$ cat src/rtl/eth_rx.sv
// eth_rx: delimits SOF/length/payload/checksum frames from a byte stream and
// buffers the payload in a first-word-fall-through FIFO with per-frame status.
module eth_rx #(
  parameter int DEPTH   = 16,
  parameter int MAX_LEN = 1500,
  parameter int TIMEOUT = 255
) (
  input  logic       clk,
  input  logic       rst,
  input  logic [7:0] rx_data,
  input  logic       rx_valid,
  output logic [7:0] out_data,
  output logic       out_last,
  output logic       out_valid,
  input  logic       out_ready,
  output logic       frame_ok,
  output logic       frame_err,
  output logic [7:0] err_cnt,
  output logic       busy
);
  localparam int AW = $clog2(DEPTH);
  localparam int TW = $clog2(TIMEOUT + 1);
  localparam logic [AW:0] FULL = (AW + 1)'(DEPTH);
  typedef enum logic [2:0] {IDLE, LEN_H, LEN_L, PAYLOAD, CSUM} state_t;
  state_t state, nxt;
  logic [7:0] len_h, sum;
  logic [15:0] len, rem;
  logic [TW-1:0] tcnt;
  logic ovf, timeout, push, ok_n, err_n, wr, rd;
  logic [AW:0] count;
  logic [AW-1:0] wp, rp;
  logic [8:0] mem [DEPTH];
  assign len = {len_h, rx_data};
  assign wr = push && count != FULL;
  assign rd = out_valid && out_ready;
  assign out_valid = count != '0;
  assign out_data = out_valid ? mem[rp][7:0] : 8'h00;
  assign out_last = out_valid && mem[rp][8];
  assign busy = state != IDLE;
  assign timeout = busy && !rx_valid && tcnt == TW'(TIMEOUT - 1);
  always_comb begin
    nxt = state;
    push = 1'b0;
    ok_n = 1'b0;
    err_n = 1'b0;
    if (timeout) begin
      nxt = IDLE;
      err_n = 1'b1;
    end else if (rx_valid) begin
      case (state)
        IDLE: nxt = rx_data == 8'hD5 ? LEN_H : IDLE;
        LEN_H: nxt = LEN_L;
        LEN_L: begin
          err_n = len > 16'(MAX_LEN);
          nxt = err_n ? IDLE : len == 16'd0 ? CSUM : PAYLOAD;
        end
        PAYLOAD: begin
          push = 1'b1;
          nxt = rem == 16'd1 ? CSUM : PAYLOAD;
        end
        CSUM: begin
          ok_n = rx_data == sum && !ovf;
          err_n = !ok_n;
          nxt = IDLE;
        end
        default: nxt = IDLE;
      endcase
    end
  end
  always_ff @(posedge clk or posedge rst) begin
    if (rst) begin
      state <= IDLE;
      len_h <= '0;
      rem <= '0;
      sum <= '0;
      ovf <= 1'b0;
      tcnt <= '0;
      frame_ok <= 1'b0;
      frame_err <= 1'b0;
      err_cnt <= '0;
      count <= '0;
      wp <= '0;
      rp <= '0;
    end else begin
      state <= nxt;
      frame_ok <= ok_n;
      frame_err <= err_n;
      tcnt <= (rx_valid || !busy || timeout) ? '0 : tcnt + 1'b1;
      // a dropped push poisons the whole frame until the FSM is back in IDLE
      ovf <= nxt == IDLE ? 1'b0 : ovf | (push && !wr);
      if (err_n && err_cnt != 8'hFF) err_cnt <= err_cnt + 1'b1;
      if (rx_valid && state == LEN_H) len_h <= rx_data;
      if (rx_valid && state == LEN_L) begin
        rem <= len;
        sum <= '0;
      end
      if (push) begin
        rem <= rem - 1'b1;
        sum <= sum + rx_data;
      end
      if (wr) wp <= wp + 1'b1;
      if (rd) rp <= rp + 1'b1;
      count <= count + (AW + 1)'(wr) - (AW + 1)'(rd);
    end
  end
  always_ff @(posedge clk) if (wr) mem[wp] <= {rem == 16'd1, rx_data};
endmodule

$ cat config.mk
export PLATFORM = sky130hd
export DESIGN_NAME = eth_rx
export DESIGN_NICKNAME = d
export VERILOG_FILES = /design/src/rtl/eth_rx.sv
export SDC_FILE = /design/constraint.sdc
export NUM_CORES = 1
export LEC_CHECK = 0
export CAP_MARGIN = 20
export CORE_MARGIN = 4
export CORE_UTILIZATION = 45
export CTS_BUF_LIST = sky130_fd_sc_hd__clkbuf_8 sky130_fd_sc_hd__clkbuf_16
export DETAILED_ROUTE_END_ITERATION = 8
export SLEW_MARGIN = 5
export SYNTH_ARGS = -nofsm -noshare
export SYNTH_HDL_FRONTEND = slang
export SYNTH_SLANG_ARGS = --single-unit
$ cat constraint.sdc
create_clock -name clk -period 2.8 [get_ports clk]
set_input_delay 0.28 -clock clk [delete_from_list [all_inputs] [get_ports clk]]
set_output_delay 0.28 -clock clk [all_outputs]
set_load 0.01 [all_outputs]
* Yosys cells after proc, flatten, opt, wreduce, memory -nomap -nowiden *
Memories as Yosys holds them, arrays and structs flattened.
Index checks and enable logic that the tools add are counted.
Widths: inputs -> output; s select.

storage, ports and cells
  memories kept = 1
  memory bits (writable) = 144
  flip-flop bits (word level) = 67
  logic and storage cells = 81

operators by class
  $add $sub $neg = 8
  bitwise logic cells = 1
  reductions and logical operators = 23
  order comparisons = 1
  equality and inequality tests = 10
  mux-type cells = 25

memories
  memory  depth  width  read ports  clocked after memory_dff  write ports  RTL line  RTL
  mem     16     9      1           0                         1            32        logic [8:0] mem [DEPTH];

operators with widths
  cell                   number
  $mux 16                2
  $mux 8                 4
  $add 8x1->8 const B    2
  $eq 16x1->1 const B    1
  $eq 8x8->1 const B     2
  $gt 16x11->1 const B   1
  $logic_not 16->1       1
  $sub 16x1->16 const B  1
  $mux 3                 5
  $mux 1                 12
  $pmux 3 s4             1
  $logic_and 1x1->1      10
  $add 4x1->4 const B    2
  $add 8x8->8            1
  $eq 8x8->1             1
  $ne 8x8->1 const B     1
  $eq 3x2->1 const B     2
  $logic_not 3->1        2
  $add 5x1->5            1
  $logic_not 1->1        5
  $ne 5x5->1 const B     1
  $reduce_bool 5->1      1
  $sub 5x1->5            1
  $eq 3x1->1 const B     1
  other kinds (6)        7

* Logic depth before layout (Yosys ltp) *
  depth in word-level cells = 9
  mapped depth = 15

* Worst setup path before layout *
OpenSTA, ideal clock, no wires.

  kind = register to register
  start = reg rem[10]
  end = reg ovf
  arrival time = 2,497 ps
  stages on the path, launching flop included = 7
  clock period less this slack = 2,585 ps
  path slack = 215 ps
  required time = 2,712 ps
  cell sequence = dfrtp_1 nor4_1 nand2b_1 nor4_1 and2_1 o21ai_0 a41oi_1

on the way
  word-level cells in the longest chain between the ends = 7

ends and longest elaborated chain
  item                    RTL line  RTL
  from (decl)             27        logic [15:0] len, rem;
  from (signal assigned)  94        rem <= len;
  from (signal assigned)  98        rem <= rem - 1'b1;
  $eq 16x1->1             59        nxt = rem == 16'd1 ? CSUM : PAYLOAD;
  $mux 3                  59
  $pmux 3 s4              50        case (state)
  $mux 3                  49        end else if (rx_valid) begin
  $mux 3                  46        if (timeout) begin
  $logic_not 3->1         90        ovf <= nxt == IDLE ? 1'b0 : ovf | (push && !wr);
  $mux 1                  90
  to (signal assigned)    90
  to (decl)               29        logic ovf, timeout, push, ok_n, err_n, wr, rd;

Every way passes these cells.
A chain may end at the register's enable or synchronous reset.

* Final worst setup path *
  start = reg rp[0]
  end = out out_last

on the way
  word-level cells in the longest chain between the ends = 2

ends and longest elaborated chain
  item                    RTL line  RTL
  from (decl)             31        logic [AW-1:0] wp, rp;
  from (signal assigned)  102       if (rd) rp <= rp + 1'b1;
  $mem_v2 16x9            -
  $logic_and 1x1->1       38        assign out_last = out_valid && mem[rp][8];
  to (decl)               13        output logic out_last,

Every way passes these cells.

==> run summary <==
* **outcome** finished with violations
* **violated checks** setup timing
* **total of fill cells in the finished design** 1673
* **layout net count** 778
* **skew final** 0.0197 ns
* **most common flop cell mapped by yosys** edfxtp_1
* **placed inst area** 10500 µm²
* **total clock buffers created by CTS** 23
* **maximum number of buffers from clock root to sink** 3
* **areal power density over the cells** 906 nW/µm²
* **DRC violations left** 0
* **deepest level of the CTS H-tree** 1
* **average detailed-routed wire length per instance** 21.6 µm
* **DP HPWL** 14200 µm
* **Slew Limit Fails** 0
* **Final Hold Violating Endpoints** 0
* **DRT antenna net count** 0
* **mean instance size in the synthesized netlist** 14.6 µm²
* **worst slack on hold paths** 0.176 ns
* **effective utilization at floorplan** 46.2%
* **largest net degree at the start of global routing** 43
* **max-capacitance violation count** 0
* **post-synthesis instance area** 9440 µm²
* **synthesized net count** 684
* **final setup fails** 5
* **fin crit period** 2.84 ns
* **Tightest Pin Transition** 0.660 ns
* **detailed-route wire length** 22200 µm
* **Crit path arrival time** 2.56 ns
* **post-synth top area cell** edfxtp_1
* **relative slew slack** 55.9%
* **Die Span X** 153 µm
* **Hold/Removal Path Class** in -> async
* **detailed-router iteration count before antenna repair** 5
* **number of sinks on the clock net** 211
* **DIE AREA** 23400 µm²
* **Antenna diodes** 0
* **Setup crit start kind** flip-flop
* **peak clock frequency supported by timing** 352 MHz
* **final period utilization** 101%
* **number of global-route vias before repair** 6126
* **drt first-iter violations** 505
* **number of hold buffers added after CTS** 0
* **Cell Chain, Critical Path** buf_6, buf_12, mux4_2, mux4_2, and2_4, buf_6
* **worst path buffer plus inverter count** 3
* **GRT overflow** 0
* **standard-cell rows** 52
* **post-synthesis to final-layout area growth** 20.3%
* **CTS tree** done
* **maximum resistive drop on vdd** 0.580 mV
* **Design Power** 10.3 mW
* **least setup slack across all paths after layout** -0.0408 ns
* **number of antenna violations at the first check in global routing** 0
* **Clock Pin Slew Worst Setup and Hold Paths** 0.06 ns
* **largest cells by area after synthesis** edfxtp_1, dfrtp_1, mux4_2
* **ratio of cells with drive above 1 in the final layout** 23.7%
* **Setup Total Neg Slack** -0.102 ns
* **Placeable Area** 20400 µm²
* **root buffer selected by CTS** clkbuf_16
* **Pleak** 4.23 nW
* **routed vias/inst** 5.69
* **overall die height** 153 µm
* **RSZ-0062 raised after global routing** yes
* **Final Instance Area** 11400 µm²
* **Worst-Skew Late Latency** 0.53 ns
* **biggest fanout along the worst timing path** 6
* **placer congestion estimate** 0.830
* **most instantiated cells after synthesis** edfxtp_1, dfrtp_1, mux4_2
* **global-route wire length before repair** 35400 µm
* **share of the yosys chip area belonging to registers** 63.5%
* **total number of vias** 5854
* **Ys Warns** 0
* **worst path required time** 2.52 ns
* **unique cell type count in the Yosys netlist** 57
* **Post-Syn Instances** 647
* **Critical Path Max Stage Delay** 0.51 ns
* **most common cell in the synthesized netlist** edfxtp_1
* **worst-path cell with the longest stage delay** mux4_2
* **global-route usage over all layers** 19.4%
* **number of top-level design ports** 33
* **count of input and output buffers** 32
* **share of synthesized registers carrying an async set or reset** 31.8%
* **share of the synthesized area in the top cell type** 45.8%
* **Worst path top cell family by delay** multiplexers
* **count of flip-flops with a built-in enable after synthesis** 144
* **Crit Path Category** reg -> out
* **type of element capturing the critical path** output pin
* **register bit count reported by yosys** 211
[final timing paths]
path / cells past startpoint / slack, ns / start / end
min reg2reg: 2 / 0.48 / sum[6] / sum[6]
max in group asynchronous: 3 / 1.96 / rst / rem[12]
min in group clk: 2 / 0.48 / sum[6] / sum[6]
min: 2 / 0.18 / rst / rp[0]
max: 6 / -0.04 / rp[0] / out_last
max reg2reg: 15 / 0.23 / count[3] / count[4]
[sequential cells by signal, summed over array words and instances (netlist names)]
name and count:
count 5, err_cnt 8, frame_err 1, wp 4, state 3, tcnt 8, rem 16, ovf 1
rp 4, mem 144, frame_ok 1, len_h 8, sum 8
[stage by stage]
step                cells  util [%]  setup slack (ns)
finish               1028      55.6           -0.0408
global route         1028      55.6           -0.0890
CTS                  1031      55.8           -0.0866
detailed placement    977      51.2            -0.101
global placement      977      51.2           -0.0916
floorplan             647         -             0.215
[cell type report]
cell class | count | area, µm² | share of cell area (%)
multi-input combinational | 386 | 3280 | 28.9
tap | 270 | 338 | 2.97
clock buffer | 25 | 603 | 5.31
inverter | 25 | 97.6 | 0.859
timing repair buffer | 94 | 927 | 8.16
sequential | 211 | 6000 | 52.8
clock inverter | 17 | 113 | 0.991
[kinds of logic (layout without fill, tap and decap cells)]
family,Yosys count,in the layout,synth area share [%]
adders and majority gates,25,25,3.47
AOI/OAI and AO/OA,89,89,5.91
and+or+nand+nor,189,189,10.5
xor gates and xnor gates,27,27,2.50
muxes,56,56,12.0
buffers and inverters,50,161,2.07
DFF,211,211,63.5
[cells in the final DEF, fill, tap and decap left out, types with 3 or more instances in the layout]
cell / instances
nand2b_1: 4
nand4_1: 9
o31ai_1: 3
xnor2_1: 12
buf_12: 8
clkdlybuf4s50_1: 23
edfxtp_1: 144
nor2_1: 43
nor4_1: 8
or3_1: 3
xor2_1: 15
o22a_1: 3
inv_1: 32
mux4_2: 45
and2_1: 19
o211ai_1: 3
o21a_1: 3
a21oi_1: 27
buf_6: 11
o21ai_0: 22
and2_4: 7
dfrtp_1: 66
nor3_1: 12
nor3b_1: 3
a21o_1: 5
buf_4: 48
ha_1: 23
nand3_1: 15
o22ai_1: 6
mux2_2: 9
nand2_1: 41
or4_1: 3
clkbuf_16: 23
and3_1: 4
a31oi_1: 5
clkinv_2: 5
[power by group]
group | switching (mW) | internal (mW) | total (mW)
Combinational | 1.44 | 1.93 | 3.37
Clock | 1.21 | 1.64 | 2.86
Sequential | 0.393 | 3.67 | 4.07
[routing by layer]
metal | vias up | global-route usage [%] | routed length (µm)
met1 | 2985 | 25.2 | 9130
li1 | 2655 | - | -
met2 | 167 | 34.3 | 11300
met3 | 47 | 2.91 | 1120
met4 | 0 | 5.18 | 612
met5 | - | 0 | 0
[timing repair]
action / in CTS / in global routing
setup endpoints to repair: 9 / 11
pin swaps: 0 / 2
gates resized for setup: 54 / 9
gates cloned: 3 / 0
buffers inserted: 9 / 0
Note: power is estimated with default switching activity, not from simulation.
